**config.mk**
```make
export PLATFORM = sky130hd
export DESIGN_NAME = seg7_scan_controller
export DESIGN_NICKNAME = d
export VERILOG_FILES = /design/src/rtl/seg7_pkg.sv /design/src/rtl/seg7_glyph_decode.sv /design/src/rtl/seg7_scan_controller.sv
export SDC_FILE = /design/constraint.sdc
export NUM_CORES = 1
export LEC_CHECK = 0
export ABC_AREA = 1
export BUFFER_PORTS_ARGS = -buffer_cell sky130_fd_sc_hd__clkbuf_2
export CORE_MARGIN = 10
export CORE_UTILIZATION = 53
export DETAILED_ROUTE_END_ITERATION = 10
export PLACE_DENSITY = 0.77
export REMOVE_ABC_BUFFERS = 1
export SETUP_SLACK_MARGIN = 0.15
export SLEW_MARGIN = 20
export SYNTH_ARGS = -nofsm -noshare
export SYNTH_HDL_FRONTEND = slang
export SYNTH_HIERARCHICAL = 1
export SYNTH_SLANG_ARGS = --single-unit
```
**constraint.sdc**
```tcl
create_clock -name i_Clk -period 2.4 [get_ports i_Clk]
set_input_delay 0.24 -clock i_Clk [delete_from_list [all_inputs] [get_ports i_Clk]]
set_output_delay 0.24 -clock i_Clk [all_outputs]
set_load 0.03 [all_outputs]
```
**src/rtl/seg7_pkg.sv**
```systemverilog
// Shared definitions for the multiplexed seven-segment scan controller.
//   - scan_state_t : two-state scan FSM encoding (BLANK / DRIVE)
//   - GLYPH_*      : 7-bit active-low segment patterns, bit0=A .. bit6=G
//   - DEF_*        : default values for the controller parameters
package seg7_pkg;

  typedef enum logic {
    ST_BLANK = 1'b0,
    ST_DRIVE = 1'b1
  } scan_state_t;

  localparam logic [6:0] GLYPH_0    = 7'b1000000;
  localparam logic [6:0] GLYPH_1    = 7'b1111001;
  localparam logic [6:0] GLYPH_2    = 7'b0100100;
  localparam logic [6:0] GLYPH_3    = 7'b0110000;
  localparam logic [6:0] GLYPH_4    = 7'b0011001;
  localparam logic [6:0] GLYPH_5    = 7'b0010010;
  localparam logic [6:0] GLYPH_6    = 7'b0000010;
  localparam logic [6:0] GLYPH_7    = 7'b1111000;
  localparam logic [6:0] GLYPH_8    = 7'b0000000;
  localparam logic [6:0] GLYPH_9    = 7'b0010000;
  localparam logic [6:0] GLYPH_DASH = 7'b0111111;
  localparam logic [6:0] GLYPH_OFF  = 7'b1111111;

  localparam int DEF_NUM_DIGITS   = 4;
  localparam int DEF_SCAN_DIV     = 25000;
  localparam int DEF_BLANK_CYCLES = 250;

endpackage

```
**src/rtl/seg7_glyph_decode.sv**
```systemverilog
// Combinational BCD-to-seven-segment decoder (active-low outputs).
//   code    : 4-bit digit code; 0-9 give numerals, 10-15 give a dash
//   blank   : forces all segments off (leading-zero suppression)
//   segment : active-low pattern, bit0=A .. bit6=G
module seg7_glyph_decode
  import seg7_pkg::*;
(
  input  logic [3:0] code,
  input  logic       blank,
  output logic [6:0] segment
);

  always_comb begin
    segment = GLYPH_DASH;
    if (blank) begin
      segment = GLYPH_OFF;
    end else begin
      case (code)
        4'd0:    segment = GLYPH_0;
        4'd1:    segment = GLYPH_1;
        4'd2:    segment = GLYPH_2;
        4'd3:    segment = GLYPH_3;
        4'd4:    segment = GLYPH_4;
        4'd5:    segment = GLYPH_5;
        4'd6:    segment = GLYPH_6;
        4'd7:    segment = GLYPH_7;
        4'd8:    segment = GLYPH_8;
        4'd9:    segment = GLYPH_9;
        default: segment = GLYPH_DASH;
      endcase
    end
  end

endmodule

```
**src/rtl/seg7_scan_controller.sv**
```systemverilog
// Time-multiplexed seven-segment display scanner with tear-free updates.
// Each digit slot lasts SCAN_DIV cycles: BLANK_CYCLES with everything off
// (ghosting guard), then the rest driving one digit. New values are staged
// in a shadow register and only promoted to the displayed (active) register
// at the start of a frame.
//   i_Clk         : clock, rising edge
//   i_Rst         : synchronous active-high reset
//   i_Load        : single-cycle capture strobe for i_Digits
//   i_Digits      : BCD digits, nibble 0 = least significant = slot 0
//   i_Lz_Blank    : leading-zero blanking enable
//   o_Digit_Sel   : active-low digit enables (at most one low)
//   o_Segment     : active-low segments, bit0=A .. bit6=G
//   o_Load_Ack    : one-cycle pulse in the cycle a staged value is committed
//   o_Frame_Start : one-cycle pulse on the first BLANK cycle of slot 0
module seg7_scan_controller
  import seg7_pkg::*;
#(
  parameter int NUM_DIGITS   = DEF_NUM_DIGITS,
  parameter int SCAN_DIV     = DEF_SCAN_DIV,
  parameter int BLANK_CYCLES = DEF_BLANK_CYCLES
) (
  input  logic                    i_Clk,
  input  logic                    i_Rst,
  input  logic                    i_Load,
  input  logic [4*NUM_DIGITS-1:0] i_Digits,
  input  logic                    i_Lz_Blank,
  output logic [NUM_DIGITS-1:0]   o_Digit_Sel,
  output logic [6:0]              o_Segment,
  output logic                    o_Load_Ack,
  output logic                    o_Frame_Start
);

  localparam int CNT_W = $clog2(SCAN_DIV);
  localparam int IDX_W = $clog2(NUM_DIGITS);

  scan_state_t             state;
  logic [CNT_W-1:0]        cnt;
  logic [IDX_W-1:0]        idx;
  logic [4*NUM_DIGITS-1:0] active;
  logic [4*NUM_DIGITS-1:0] shadow;
  logic                    pending;

  logic [NUM_DIGITS-1:0]   sel_p1;
  logic [6:0]              seg_p1;
  logic                    fs_p1;
  logic                    ack_p1;

  scan_state_t             state_nxt;
  logic [CNT_W-1:0]        cnt_nxt;
  logic [IDX_W-1:0]        idx_nxt;
  logic [4*NUM_DIGITS-1:0] active_nxt;
  logic                    pending_nxt;
  logic                    slot_end;
  logic                    blank_end;
  logic                    commit;
  logic                    fs_nxt;
  logic                    ack_nxt;
  logic [NUM_DIGITS-1:0]   lz_mask;
  logic                    zero_above;
  logic [3:0]              dec_code;
  logic                    dec_blank;
  logic [6:0]              dec_seg;

  // ---- next-state / slot sequencing ----
  always_comb begin
    slot_end  = (cnt == CNT_W'(SCAN_DIV - 1));
    blank_end = (cnt == CNT_W'(BLANK_CYCLES - 1));
    cnt_nxt   = slot_end ? '0 : cnt + 1'b1;
    idx_nxt   = idx;
    if (slot_end) begin
      idx_nxt = (idx == IDX_W'(NUM_DIGITS - 1)) ? '0 : idx + 1'b1;
    end
    state_nxt = state;
    case (state)
      ST_BLANK: if (blank_end) state_nxt = ST_DRIVE;
      ST_DRIVE: if (slot_end)  state_nxt = ST_BLANK;
      default:  state_nxt = ST_BLANK;
    endcase
    fs_nxt = (state_nxt == ST_BLANK) && (cnt_nxt == '0) && (idx_nxt == '0);
  end

  // ---- shadow/active commit ----
  // The commit happens at the edge that ends the frame-start cycle, so a load
  // landing in that same cycle is staged for the following frame while the
  // older shadow value is promoted. The ack is registered one edge early so
  // it is visible during the frame-start cycle itself.
  always_comb begin
    commit      = fs_p1 && pending;
    active_nxt  = commit ? shadow : active;
    pending_nxt = i_Load || (pending && !commit);
    ack_nxt     = fs_nxt && pending_nxt;
  end

  // ---- leading-zero mask and shared decode ----
  // Decode uses active_nxt so a digit entering DRIVE on the commit edge
  // already shows the newly committed value.
  always_comb begin
    zero_above = 1'b1;
    lz_mask    = '0;
    for (int i = NUM_DIGITS - 1; i >= 0; i--) begin
      lz_mask[i] = i_Lz_Blank && zero_above && (active_nxt[4*i +: 4] == 4'd0) && (i != 0);
      zero_above = zero_above && (active_nxt[4*i +: 4] == 4'd0);
    end
    dec_code  = active_nxt[4*int'(idx_nxt) +: 4];
    dec_blank = lz_mask[idx_nxt];
  end

  seg7_glyph_decode u_decode (
    .code    (dec_code),
    .blank   (dec_blank),
    .segment (dec_seg)
  );

  // ---- registered state and outputs ----
  // Outputs are computed from next-state values so they line up with the
  // state register. Segments are latched only on DRIVE entry, which makes an
  // i_Lz_Blank change wait for the next slot.
  always_ff @(posedge i_Clk) begin
    if (i_Rst) begin
      state   <= ST_BLANK;
      cnt     <= '0;
      idx     <= '0;
      active  <= '0;
      shadow  <= '0;
      pending <= 1'b0;
      sel_p1  <= '1;
      seg_p1  <= GLYPH_OFF;
      fs_p1   <= 1'b1;
      ack_p1  <= 1'b0;
    end else begin
      state   <= state_nxt;
      cnt     <= cnt_nxt;
      idx     <= idx_nxt;
      active  <= active_nxt;
      pending <= pending_nxt;
      fs_p1   <= fs_nxt;
      ack_p1  <= ack_nxt;
      if (i_Load) begin
        shadow <= i_Digits;
      end
      if (state_nxt == ST_BLANK) begin
        sel_p1 <= '1;
        seg_p1 <= GLYPH_OFF;
      end else if (state == ST_BLANK) begin
        sel_p1 <= ~(NUM_DIGITS'(1) << idx_nxt);
        seg_p1 <= dec_seg;
      end
    end
  end

  assign o_Digit_Sel   = sel_p1;
  assign o_Segment     = seg_p1;
  assign o_Load_Ack    = ack_p1;
  assign o_Frame_Start = fs_p1;

endmodule

```
# Word-level counts from Yosys, hierarchy flattened
# Memory sizes are Yosys's and may differ from the RTL's.
# Cells that the tools add are included.
[totals]
register_bits = 64
rom_bits = 112
in_bits = 20
output_inout_bits = 13
wordCells = 50
memories = 1
[op_classes]
add_sub_neg = 2
magnitude_cmp = 1
eq_ne = 3
n_shift = 2
muxes = 10
n_bitwise = 3
reduce_logical = 18
[mem_list]
columns = ["name", "depth", "word_bits", "read_ports", "rd_ports_with_merged_regs", "wr", "line_no", "rtl"]
rows = [
  ["(name not given)", 16, 7, 1, 0, 0, "seg7_glyph_decode.sv:18", "case (code)"],
]
[ops]
columns = ["op", "count"]
rows = [
  ["16-bit 2-to-1 mux", 1],
  ["16-bit by 5-bit indexed part select with 4-bit output", 1],
  ["15-bit by 1-bit adder with 15-bit output (second input constant)", 1],
  ["15-bit == test (second input constant)", 1],
  ["15-bit by 8-bit == test with 1-bit output (second input constant)", 1],
  ["15-bit zero test", 1],
  ["15-bit 2-to-1 mux", 1],
  ["4-bit zero test", 3],
  ["1-bit logical AND", 10],
  ["7-bit 2-to-1 mux", 1],
  ["2-bit 2-to-1 mux", 2],
  ["4-bit inverter", 1],
  ["1-bit by 2-bit left shift with 4-bit output (first input constant)", 1],
  ["2-bit by 3-bit < comparator with 1-bit output (second input constant)", 1],
  ["1-bit 2-to-1 mux", 3],
  ["2-bit by 1-bit adder with 2-bit output (second input constant)", 1],
  ["1-bit binary-select mux with 2-bit select", 1],
  ["2-bit == test (second input constant)", 1],
  ["2-bit zero test", 1],
  ["1-bit inverter", 2],
  ["1-bit one-hot mux with 2 select lines", 1],
  ["2-bit OR reduction", 1],
  ["1-bit zero test", 1],
  ["1-bit logical OR", 1],
]

# Depth between registers and ports, before layout
# Gate-level depths: netlist (run 1).
[depth]
depth_word = 9
depth_mapped = 20
mapped_depth_nobuf = 20

# Hierarchy
# The synthesis (run 1) kept the hierarchy.
[by_module_without_submodules]
columns = ["mod", "n_inst", "cells_per_inst", "area_each_um2", "seq_area_each_um2"]
rows = [
  ["seg7_scan_controller", 1, 427, 2956.6, 1281.2],
  ["seg7_glyph_decode", 1, 37, 196.4, 0.0],
]

# Worst setup path after synthesis (run 1)
# OpenSTA, ideal clock, no wires.
[synth_timing]
path_type = "reg-to-reg"
start = "register cnt[0]"
end = "register seg_p1[3] (netlist: o_Segment[3])"
setup_ps = 123
t_arrival_ps = 2176
t_required_ps = 2277
slack_ps = 101
stages_incl_launch_ff = 19
n_path_buf = 0
synth_period_minus_slack_ps = 2299
cell_sequence = "dfxtp_1 -> ha_1 -> nand2_1 -> inv_1 -> nand2_1 -> nor2_4 -> nand2_2 -> nand2_1 -> nand2_2 -> nor2_2 -> a22oi_1 -> nand2_1 -> inv_1 -> ha_1 -> nand2_1 -> nand3_1 -> nand2_1 -> nand2_1 -> nand3_1"
[synth_via]
elab_chain_len = 5
word_cells_on_any_way = 13
classes_between = "2 x eq/ne; 1 x shift; 7 x mux; 1 x bitwise; 1 x reduce/logical; 1 x memory"
[synth_rtl]
columns = ["element", "line_no", "rtl"]
rows = [
  ["start, declared", "seg7_scan_controller.sv:37", "logic [CNT_W-1:0] cnt;"],
  ["start signal, assigned", "seg7_scan_controller.sv:132", "cnt <= cnt_nxt;"],
  ["15-bit == test", "seg7_scan_controller.sv:66", "slot_end = (cnt == CNT_W'(SCAN_DIV - 1));"],
  ["2-bit 2-to-1 mux", "seg7_scan_controller.sv:70", "if (slot_end) begin"],
  ["16-bit by 5-bit indexed part select with 4-bit output", "seg7_scan_controller.sv:104", "dec_code = active_nxt[4*int'(idx_nxt) +: 4];"],
  ["named net dec_code[1]", "seg7_scan_controller.sv:60", "logic [3:0] dec_code;"],
  ["memory read 16 x 7 bit", "n/a", ""],
  ["7-bit 2-to-1 mux", "seg7_glyph_decode.sv:15", "if (blank) begin"],
  ["named net dec_seg[3]", "seg7_scan_controller.sv:62", "logic [6:0] dec_seg;"],
  ["end signal, assigned", "seg7_scan_controller.sv:146", "seg_p1 <= dec_seg;"],
  ["end, declared", "seg7_scan_controller.sv:44", "logic [6:0] seg_p1;"],
]
# The timed path passes the listed nets, and every way through them passes these cells. The select of a mux whose other input is x is not followed.
# A chain may end at the register's enable or synchronous reset.

# Final worst setup path (run 1)
[layout_timing]
start = "register cnt[1]"
end = "register seg_p1[3] (netlist: o_Segment[3])"
# Same word-level chain as after synthesis.

==> results_dict.tcl, run 1 <==
set metrics [dict create \
    syn-mean-instance-area_um2 6.80 \
    root_buffer "clkbuf_8" \
    die_w_um 97.1 \
    peakVddDrop_v 0.000417 \
    whs_endpoint "shadow[5]$_SDFFE_PP0P_" \
    finalCritPeriodShare 0.967 \
    synth_area_leaders "dfxtp_1, nand2_1, nor2_1" \
    wl_per_cell_um 12.9 \
    clock_latency_ns 0.35 \
    fin_cells 613 \
    seq_area_frac_synth 0.406 \
    dr.pass1.iters 5 \
    htreeDepth 3 \
    drv_cap 0 \
    die_y_um 97.1 \
    cpPeakStageDelay_ns 0.36 \
    dp_slack_ns -0.0362 \
    cpMaxStageDelayCell "dfxtp_2" \
    diodes 0 \
    grt_pass1_vias 2838 \
    status "completed" \
    critPathMaxFanout 5 \
    syn_inst 464 \
    fillers 478 \
    setup.worst_path.start "cnt[1]$_SDFF_PP0_" \
    clock_skew_ns 0.0126 \
    final.setup.worst_slack_ns 0.0782 \
    syn_area_um2 3150 \
    vias 3105 \
    start_kind "flip-flop" \
    clkTransAtPathRegs_ns 0.08 \
    ant_nets 0 \
    r2r_start "cnt[1]$_SDFF_PP0_" \
    die-area_um2 9430 \
    core_um2 5850 \
    min_from "i_Digits[5]" \
    hp-class "in -> reg" \
    layout_common_cells "nand2_1, nor2_1, dfxtp_1" \
    post-route-util 0.685 \
    gp_congestion 0.878 \
    worstMarginPinSlew_ns 0.465 \
    dp_cells 576 \
    grt_max_degree 35 \
    first_iter_violations 142 \
    r2r_cells 19 \
    min_path_cells 3 \
    nNetsFinal 561 \
    drv_slew 0 \
    slew_headroom 0.690 \
    vias_per_cell 5.07 \
    cts_hold_buf 0 \
    ys_warn_count 6 \
    io_pins 33 \
    gr-total-overflow 0 \
    powerDensity_nw_per_um2 597 \
    antenna_found_initial 0 \
    final_common_cell "nand2_1" \
    initial_utilization 0.539 \
    setup-violations-final 0 \
    min_period_ns 2.32 \
    synth_top_area_share 0.406 \
    syn2layout_area_growth_pct 27.1 \
    critPathKind "reg -> reg" \
    critPathRequiredTime_ns 2.63 \
    cp-end-kind "flip-flop" \
    port_buffers 32 \
    arrival_ns 2.55 \
    wirelength_um 7880 \
    fin_setup_tns_ns 0 \
    placed_area_um2 3480 \
    fmax_ghz 0.431 \
    cp_cell_sequence "ha_4, nand2_4, inv_2, nand2_2, nor2_4, nand2_4, nand2_4, nand2_4, nor2_4, buf_4, nand2_1, nand3_2, inv_4, ha_4, nand2_1, nand3_1, nand2_1, nand2_1, nand3_1" \
    grt_pass1_wl_um 12900 \
    layout-drive-gt1-share 0.258 \
    route.detailed.drc 0 \
    synth_seq_cells 64 \
    track_usage 0.158 \
    reg2reg_slack_ns 0.08 \
    ys_types 32 \
    cts.sinks 64 \
    finalHoldViolations 0 \
    cts_made_buffers 9 \
    finalInstanceArea_um2 4010 \
    rows 28 \
    yosysTopAreaCell "dfxtp_1" \
    clock_path_buffers 2 \
    tritoncts "done" \
    rsz0062_at_grt "true" \
    power.leakage_nw 2.02 \
    hpwl_um 5200 \
    rr_endpoint "o_Segment[3]$_SDFFE_PP1N_" \
]
layout make-up:
cell class	instances	area, µm²	share of cell area
clock buffers	10	128	0.0318
clock inverters	6	83.8	0.0209
inverters	60	233	0.0581
multi-input cells	329	1740	0.435
flip-flops and latches	64	1280	0.320
well taps	75	93.8	0.0234
repair buffers	69	442	0.110
what timing repair did:
item / in CTS / in global routing
pin swaps: 9 / 20
resized for setup: 27 / 15
endpoints found under the setup margin: 7 / 7
setup buffers: 11 / 10
flip-flops by register name, indices dropped and copies added (netlist names):
name,count
idx,2
o_Segment,7
cnt,15
o_Digit_Sel,4
shadow,16
o_Load_Ack,1
pending,1
state,1
o_Frame_Start,1
active,16
worst max-delay path by stage:
stage / cells after the start / to / slack (ns)
finish: 19 / o_Segment[3]$_SDFFE_PP1N_ / 0.08
global route: 19 / o_Segment[3]$_SDFFE_PP1N_ / -0.08
CTS: 18 / o_Segment[3]$_SDFFE_PP1N_ / 0.14
detailed placement: 18 / o_Segment[3]$_SDFFE_PP1N_ / -0.04
global placement: 18 / o_Segment[3]$_SDFFE_PP1N_ / 0.07
floorplan: 18 / o_Segment[3]$_SDFFE_PP1N_ / 0.1
logic make-up after synthesis:
kind of cell    share of synthesized area
flops                               0.406
xor+xnor                           0.0107
buf+inv                            0.0857
simple gates                        0.373
mux                                0.0159
compound gates                     0.0762
fa+ha+maj                          0.0317
per-layer routing:
| metal | vias to the layer above | track usage | wire length, µm |
|---|---|---|---|
| met2 | 81 | 0.260 | 3770 |
| met1 | 1419 | 0.190 | 3510 |
| li1 | 1582 | - | - |
| met4 | 0 | 0.0613 | 207 |
| met3 | 23 | 0.0441 | 385 |
| met5 | - | 0 | 0 |
synthesized netlist by cell type (all sizes together):
| cell | instances |
|---|---|
| a21oi | 10 |
| a22oi | 1 |
| buf | 3 |
| clkbuf | 8 |
| clkinv | 1 |
| dfxtp | 64 |
| ha | 8 |
| inv | 59 |
| mux2i | 5 |
| nand2 | 118 |
| nand3 | 33 |
| nand3b | 1 |
| nand4 | 4 |
| nor2 | 103 |
| nor3 | 8 |
| nor4 | 1 |
| o211ai | 1 |
| o21a | 6 |
| o21ai | 23 |
| o21bai | 2 |
| or2 | 2 |
| xor2 | 3 |
power breakdown:
group	total [mW]	internal (mW)	leakage (nW)	switching (mW)
Clock	1.02	0.581	0.110	0.435
Combinational	0.251	0.0996	1.39	0.151
Sequential	1.12	1.10	0.524	0.0217
worst max-delay path, delay by kind of cell, from the launching register on:
kind	cells	cell delay (ns)
buffers and inverters	3	0.26
adder cells (fa/ha/maj)	2	0.40
AND/OR/NAND/NOR	14	1.18
flip-flops	1	0.36
stage by stage:
stage | hold WS (ns) | power (mW)
2_1_floorplan | 0.309 | 1.29
3_3_place_gp | 0.457 | 1.36
3_5_place_dp | 0.456 | 1.37
4_1_cts | 0.115 | 2.37
5_1_grt | 0.119 | 2.48
6_report | 0.114 | 2.39
(Power assumes the default switching activity.)
==> run 2: changes to the inputs <==
--- a/config.mk
+++ b/config.mk
@@ -8,13 +8,13 @@
 export ABC_AREA = 1
 export BUFFER_PORTS_ARGS = -buffer_cell sky130_fd_sc_hd__clkbuf_2
 export CORE_MARGIN = 10
-export CORE_UTILIZATION = 53
+export CORE_UTILIZATION = 44
 export DETAILED_ROUTE_END_ITERATION = 10
-export PLACE_DENSITY = 0.77
+export HOLD_SLACK_MARGIN = 0.1
+export PLACE_DENSITY = 0.66
 export REMOVE_ABC_BUFFERS = 1
 export SETUP_SLACK_MARGIN = 0.15
 export SLEW_MARGIN = 20
 export SYNTH_ARGS = -nofsm -noshare
 export SYNTH_HDL_FRONTEND = slang
-export SYNTH_HIERARCHICAL = 1
 export SYNTH_SLANG_ARGS = --single-unit
==> run 2 against run 1 <==
Compared with the run above:
- utilization is 11 points lower
- critical path type unchanged
- total power down 0.39%
- critical endpoint is now o_Segment[4]$_SDFFE_PP1N_
- maximum frequency increased by 2.7%
- non-clock buffer count shrank 7
- routed wire length is 1.0% higher
- via count is 3.2% lower
- area after synthesis rose by 6.6%
- combinational power rose by 49%
- clock power decreased by 14%
==> results_dict.tcl, run 2 <==
set metrics [dict create \
    nNetsFinal 551 \
    gp_congestion 0.923 \
    vias 3005 \
    final.setup.worst_slack_ns 0.139 \
    setup-violations-final 0 \
    slew_headroom 0.683 \
    port_buffers 32 \
    syn_inst 465 \
    fmax_ghz 0.442 \
    synth_edf_count 0 \
    crit_top_cell "nand2_1" \
    ys_warn_count 0 \
    clock_skew_ns 0.00770 \
    arrival_ns 2.54 \
    io_pins 33 \
    syn-mean-instance-area_um2 7.23 \
    diodes 0 \
    cts_hold_buf 0 \
    cts.sinks 64 \
    vias_per_cell 4.79 \
    final_common_cell "nor2_1" \
    finalInstanceArea_um2 4210 \
    die_y_um 107 \
    status "completed" \
    grt_max_degree 35 \
    yosysTopAreaCell "dfxtp_1" \
    ys_types 35 \
    powerDensity_nw_per_um2 565 \
    syn2layout_area_growth_pct 25.3 \
    whs_ns 0.119 \
    finalCritPeriodShare 0.942 \
    layout_common_cells "nor2_1, nand2_1, dfxtp_1" \
    die_w_um 107 \
    drv_cap 0 \
    wirelength_um 7960 \
    dp_slack_ns 0.000805 \
    antenna_found_initial 0 \
    critPathRequiredTime_ns 2.68 \
    post-route-util 0.575 \
    synth_top_area_share 0.381 \
    power.leakage_nw 2.09 \
    rows 31 \
    hp-class "in -> reg" \
    drv_slew 0 \
    fillers 700 \
    cts_made_buffers 9 \
    seq_area_frac_synth 0.381 \
    finalHoldViolations 0 \
    clock_latency_ns 0.34 \
    initial_utilization 0.459 \
    critPathMaxFanout 6 \
    layout-drive-gt1-share 0.288 \
    worstMarginPinSlew_ns 0.473 \
    cpMaxStageDelayCell "dfxtp_1" \
    cp-end-kind "flip-flop" \
    clkTransAtPathRegs_ns 0.07 \
    synth_area_leaders "dfxtp_1, nor2_1, nand2_1" \
    critPathKind "reg -> reg" \
    die-area_um2 11500 \
    wl_per_cell_um 12.7 \
    core_um2 7330 \
    clock_path_buffers 2 \
    first_iter_violations 69 \
    hpwl_um 5510 \
    ys.flop_type "dfxtp_1" \
    yosys-top-cells-count "nor2_1, nand2_1, dfxtp_1" \
    start_kind "flip-flop" \
    rsz0062_at_grt "true" \
    cp_cell_sequence "ha_1, nor2_1, inv_1, nand3_4, nand2_8, nand3_2, nand2_4, nor2_8, inv_4, ha_4, nand3b_1, nand2_1, nand2_1, nand2_1, nand2_1, nand2_1" \
    dr.pass1.iters 4 \
    track_usage 0.138 \
    min_period_ns 2.26 \
    peakVddDrop_v 0.000427 \
    synth.most_common_cell "nor2_1" \
    gr-total-overflow 0 \
    synth_seq_cells 64 \
    ant_nets 0 \
    placed_area_um2 3670 \
    cpPeakStageDelay_ns 0.36 \
    grt_pass1_wl_um 13200 \
    grt_pass1_vias 3020 \
    reg_top3 "active (16), shadow (16), cnt (15)" \
    syn_area_um2 3360 \
    ys_async_sr_fraction 0 \
    tritoncts "done" \
    route.detailed.drc 0 \
    htreeDepth 3 \
    root_buffer "clkbuf_8" \
]
run 2: cell count changes in the layout (fill, tap and decap cells not counted), sizes merged, moves of 3 or more:
cell / delta
buf: -7
mux2i: -3
nand2: -12
nand3: +10
nand3b: +6
nor2: -14
nor3: -5
o21a: -6
o21ai: +16
run 2: worst max-delay path: cells and delay by family (launching register included):
kind | cells | cell delay (ns)
flops | 1 | 0.36
simple gates | 12 | 1.26
fa+ha+maj | 2 | 0.37
buf+inv | 2 | 0.21
run 2: worst paths after layout:
check	startpoint	to	slack, ns	cells past startpoint
max	idx[0]$_SDFF_PP0_	o_Segment[4]$_SDFFE_PP1N_	0.14	16
min	i_Digits[5]	shadow[5]$_SDFFE_PP0P_	0.12	3
max reg2reg	idx[0]$_SDFF_PP0_	o_Segment[4]$_SDFFE_PP1N_	0.14	16
min reg2reg	o_Segment[3]$_SDFFE_PP1N_	o_Segment[3]$_SDFFE_PP1N_	0.47	2
run 2: report_power, final:
part	leakage [nW]	switching (mW)	internal, mW
clock network	0.0941	0.404	0.476
registers	0.524	0.0213	1.11
logic	1.47	0.219	0.155
total	2.09	0.645	1.74
run 2: final cells by class:
cell class,count,area [µm²],area share
multi-input cells,325,1990,0.473
flip-flops and latches,64,1290,0.305
repair buffers,62,393,0.0933
inverters,61,238,0.0564
clock buffers,12,135,0.0321
well taps,99,124,0.0294
clock inverters,4,45.0,0.0107
run 2: cells by family after synthesis:
group | share of synthesized area
AND/OR/NAND/NOR | 0.397
buffers and inverters | 0.0949
flip-flops | 0.381
AO/OA/AOI/OAI | 0.0782
adder cells (fa/ha/maj) | 0.0298
XOR/XNOR | 0.0130
multiplexers | 0.00595
run 2: routing by layer:
layer  vias to the layer above  share of wire  GRT usage
met5                         -              0          0
met4                         0          0.017     0.0468
met3                        15          0.037     0.0377
met2                        50           0.47      0.231
met1                      1358           0.47      0.167
li1                       1582              -          -
run 2: what timing repair did:
item                                    in CTS  in global routing
setup buffers                                7                  8
resized for setup                            9                 56
pin swaps                                    8                 22
endpoints found under the setup margin       7                  9
run 2: metrics by stage:
stage / TNS [ns] / total power, mW / instances
2_1_floorplan: -0.202 / 1.36 / 450
3_3_place_gp: 0 / 1.46 / 596
3_5_place_dp: 0 / 1.46 / 596
4_1_cts: 0 / 2.35 / 619
5_1_grt: 0 / 2.50 / 627
6_report: 0 / 2.38 / 627
==> run 3: changes to the inputs <==
--- a/config.mk
+++ b/config.mk
@@ -11,7 +11,7 @@
 export CORE_UTILIZATION = 44
 export DETAILED_ROUTE_END_ITERATION = 10
 export HOLD_SLACK_MARGIN = 0.1
-export PLACE_DENSITY = 0.66
+export PLACE_DENSITY = 0.63
 export REMOVE_ABC_BUFFERS = 1
 export SETUP_SLACK_MARGIN = 0.15
 export SLEW_MARGIN = 20
==> constraint.sdc (replaced) <==
create_clock -name i_Clk -period 2.89 [get_ports i_Clk]
set_input_delay 0.289 -clock i_Clk [delete_from_list [all_inputs] [get_ports i_Clk]]
set_output_delay 0.289 -clock i_Clk [all_outputs]
set_load 0.03 [all_outputs]
==> run 3 against run 2 <==
Compared with the run above:
- cell area decreased by 9.5%
- global-route usage decreased by 0.33 points
- sequential share of layout area increased by 3.1 points
- clock-buffer cell count decreased by 2
- routed wire length decreased by 10%
==> results_dict.tcl, run 3 (same netlist as run 2, synthesis figures left out) <==
set metrics [dict create \
    crit_top_cell "nand2_1" \
    final_common_cell "nor2_1" \
    fillers 750 \
    placed_area_um2 3580 \
    fin_setup_tns_ns 0 \
    grt_pass1_vias 2870 \
    gp_congestion 0.864 \
    postCtsSetupRepairBufs 0 \
    finalInstanceArea_um2 3810 \
    reg2reg_slack_ns 0.45 \
    track_usage 0.135 \
    rr_endpoint "o_Segment[4]$_SDFFE_PP1N_" \
    vias_per_cell 4.74 \
    tritoncts "done" \
    reg_top3 "active (16), shadow (16), cnt (15)" \
    first_iter_violations 97 \
    layout-drive-gt1-share 0.192 \
    io_pins 33 \
    switchingPower_mw 0.522 \
    clock_latency_ns 0.34 \
    critPathRequiredTime_ns 3.18 \
    setup.worst_path.start "cnt[0]$_SDFF_PP0_" \
    grt_pass1_wl_um 12900 \
    hp-class "in -> reg" \
    drv_slew 0 \
    whs_endpoint "shadow[5]$_SDFFE_PP0P_" \
    fmax_ghz 0.409 \
    cpPeakStageDelay_ns 0.36 \
    die_y_um 107 \
    r2r_cells 19 \
    dr.pass1.iters 4 \
    antenna_found_initial 0 \
    hpwl_um 5360 \
    critPathMaxFanout 12 \
    status "completed" \
    min_period_ns 2.44 \
    critPathKind "reg -> reg" \
    wirelength_um 7140 \
    rows 31 \
    slew_headroom 0.658 \
    arrival_ns 2.73 \
    fin_total_pwr_mw 2.02 \
    cts.sinks 64 \
    drv_cap 0 \
    route.detailed.drc 0 \
    min_from "i_Digits[5]" \
    die_w_um 107 \
    r2r_start "cnt[0]$_SDFF_PP0_" \
    layout_common_cells "nor2_1, nand2_1, dfxtp_1" \
    root_buffer "clkbuf_8" \
    wl_per_cell_um 11.9 \
    rsz0062_at_grt "false" \
    swShare 0.259 \
    worstMarginPinSlew_ns 0.513 \
    start_kind "flip-flop" \
    clock_path_buffers 2 \
    p_int_mw 1.50 \
    htreeDepth 3 \
    initial_utilization 0.459 \
    pwr-share-comb 0.122 \
    port_buffers 32 \
    powerDensity_nw_per_um2 529 \
    cts_made_buffers 9 \
    syn2layout_area_growth_pct 13.4 \
    cp_cell_sequence "ha_2, nand2_2, inv_2, nand2_1, nor2_4, nand2_4, nand2_2, nand2_8, nand3_1, nand2_2, nor2_8, inv_1, ha_1, nand3b_1, nand2_1, nand2_1, nand2_1, nand2_1, nand2_1" \
    core_um2 7330 \
    p_clk_frac 0.414 \
    diodes 0 \
    clock_skew_ns 0.00391 \
    power.leakage_nw 1.92 \
    ant_nets 0 \
    finalHoldViolations 0 \
    cp-end-kind "flip-flop" \
    nNetsFinal 524 \
    die-area_um2 11500 \
    clkTransAtPathRegs_ns 0.07 \
    finalCritPeriodShare 0.845 \
    vias 2845 \
    cpMaxStageDelayCell "dfxtp_2" \
    gr-total-overflow 0 \
    setup-violations-final 0 \
    min_path_cells 3 \
    peakVddDrop_v 0.000304 \
    p_seq_frac 0.463 \
    grt_max_degree 35 \
    whs_ns 0.167 \
]
[run 3: how the worst max path moves through the flow]
stage	end	slack (ns)
floorplan	o_Segment[4]$_SDFFE_PP1N_	0.39
global placement	o_Segment[5]$_SDFFE_PP1N_	0.49
detailed placement	o_Segment[5]$_SDFFE_PP1N_	0.34
CTS	o_Segment[4]$_SDFFE_PP1N_	0.33
global route	o_Segment[4]$_SDFFE_PP1N_	0.17
finish	o_Segment[4]$_SDFFE_PP1N_	0.45
[run 3: layout make-up]
class	count	area, µm²	area share
Clock buffer	10	128	0.0335
Clock inverter	6	83.8	0.0220
Inverter	61	230	0.0604
Multi-Input combinational cell	325	1780	0.468
Sequential cell	64	1280	0.336
Tap cell	99	124	0.0325
Timing Repair Buffer	35	183	0.0479
[run 3: power groups by stage]
stage	Sequential [mW]	Clock [mW]	Combinational (mW)
4_1_cts	0.934	0.860	0.249
5_1_grt	0.939	0.899	0.287
3_5_place_dp	0.954	0	0.247
3_3_place_gp	0.953	0	0.243
2_1_floorplan	0.954	0	0.176
6_report	0.935	0.835	0.247
[run 3: metal layers]
layer / global-route usage / vias up / share of wire
met2: 0.214 / 47 / 0.45
met1: 0.169 / 1257 / 0.49
met3: 0.0311 / 13 / 0.038
li1: - / 1528 / -
met4: 0.0630 / 0 / 0.021
met5: 0 / - / 0
[run 3: critical path, delay by kind of cell (launching register included)]
| kind | cells | cell delay (ns) |
|---|---|---|
| buf+inv | 2 | 0.14 |
| simple gates | 15 | 1.44 |
| fa+ha+maj | 2 | 0.44 |
| flops | 1 | 0.36 |
[run 3: what timing repair did]
action                                  in CTS  in global routing
hold endpoints to repair                     0                  0
endpoints found under the setup margin       0                  3
gates resized for setup                      0                  7
hold buffers                                 0                  0
[run 3: through the flow]
step / cells / util / setup slack (ns)
final: 600 / 0.520 / 0.448
after global placement: 584 / 0.488 / 0.487
after CTS: 600 / 0.517 / 0.331
after floorplan: 450 / - / 0.388
after detailed placement: 584 / 0.488 / 0.343
after global routing: 600 / 0.520 / 0.170
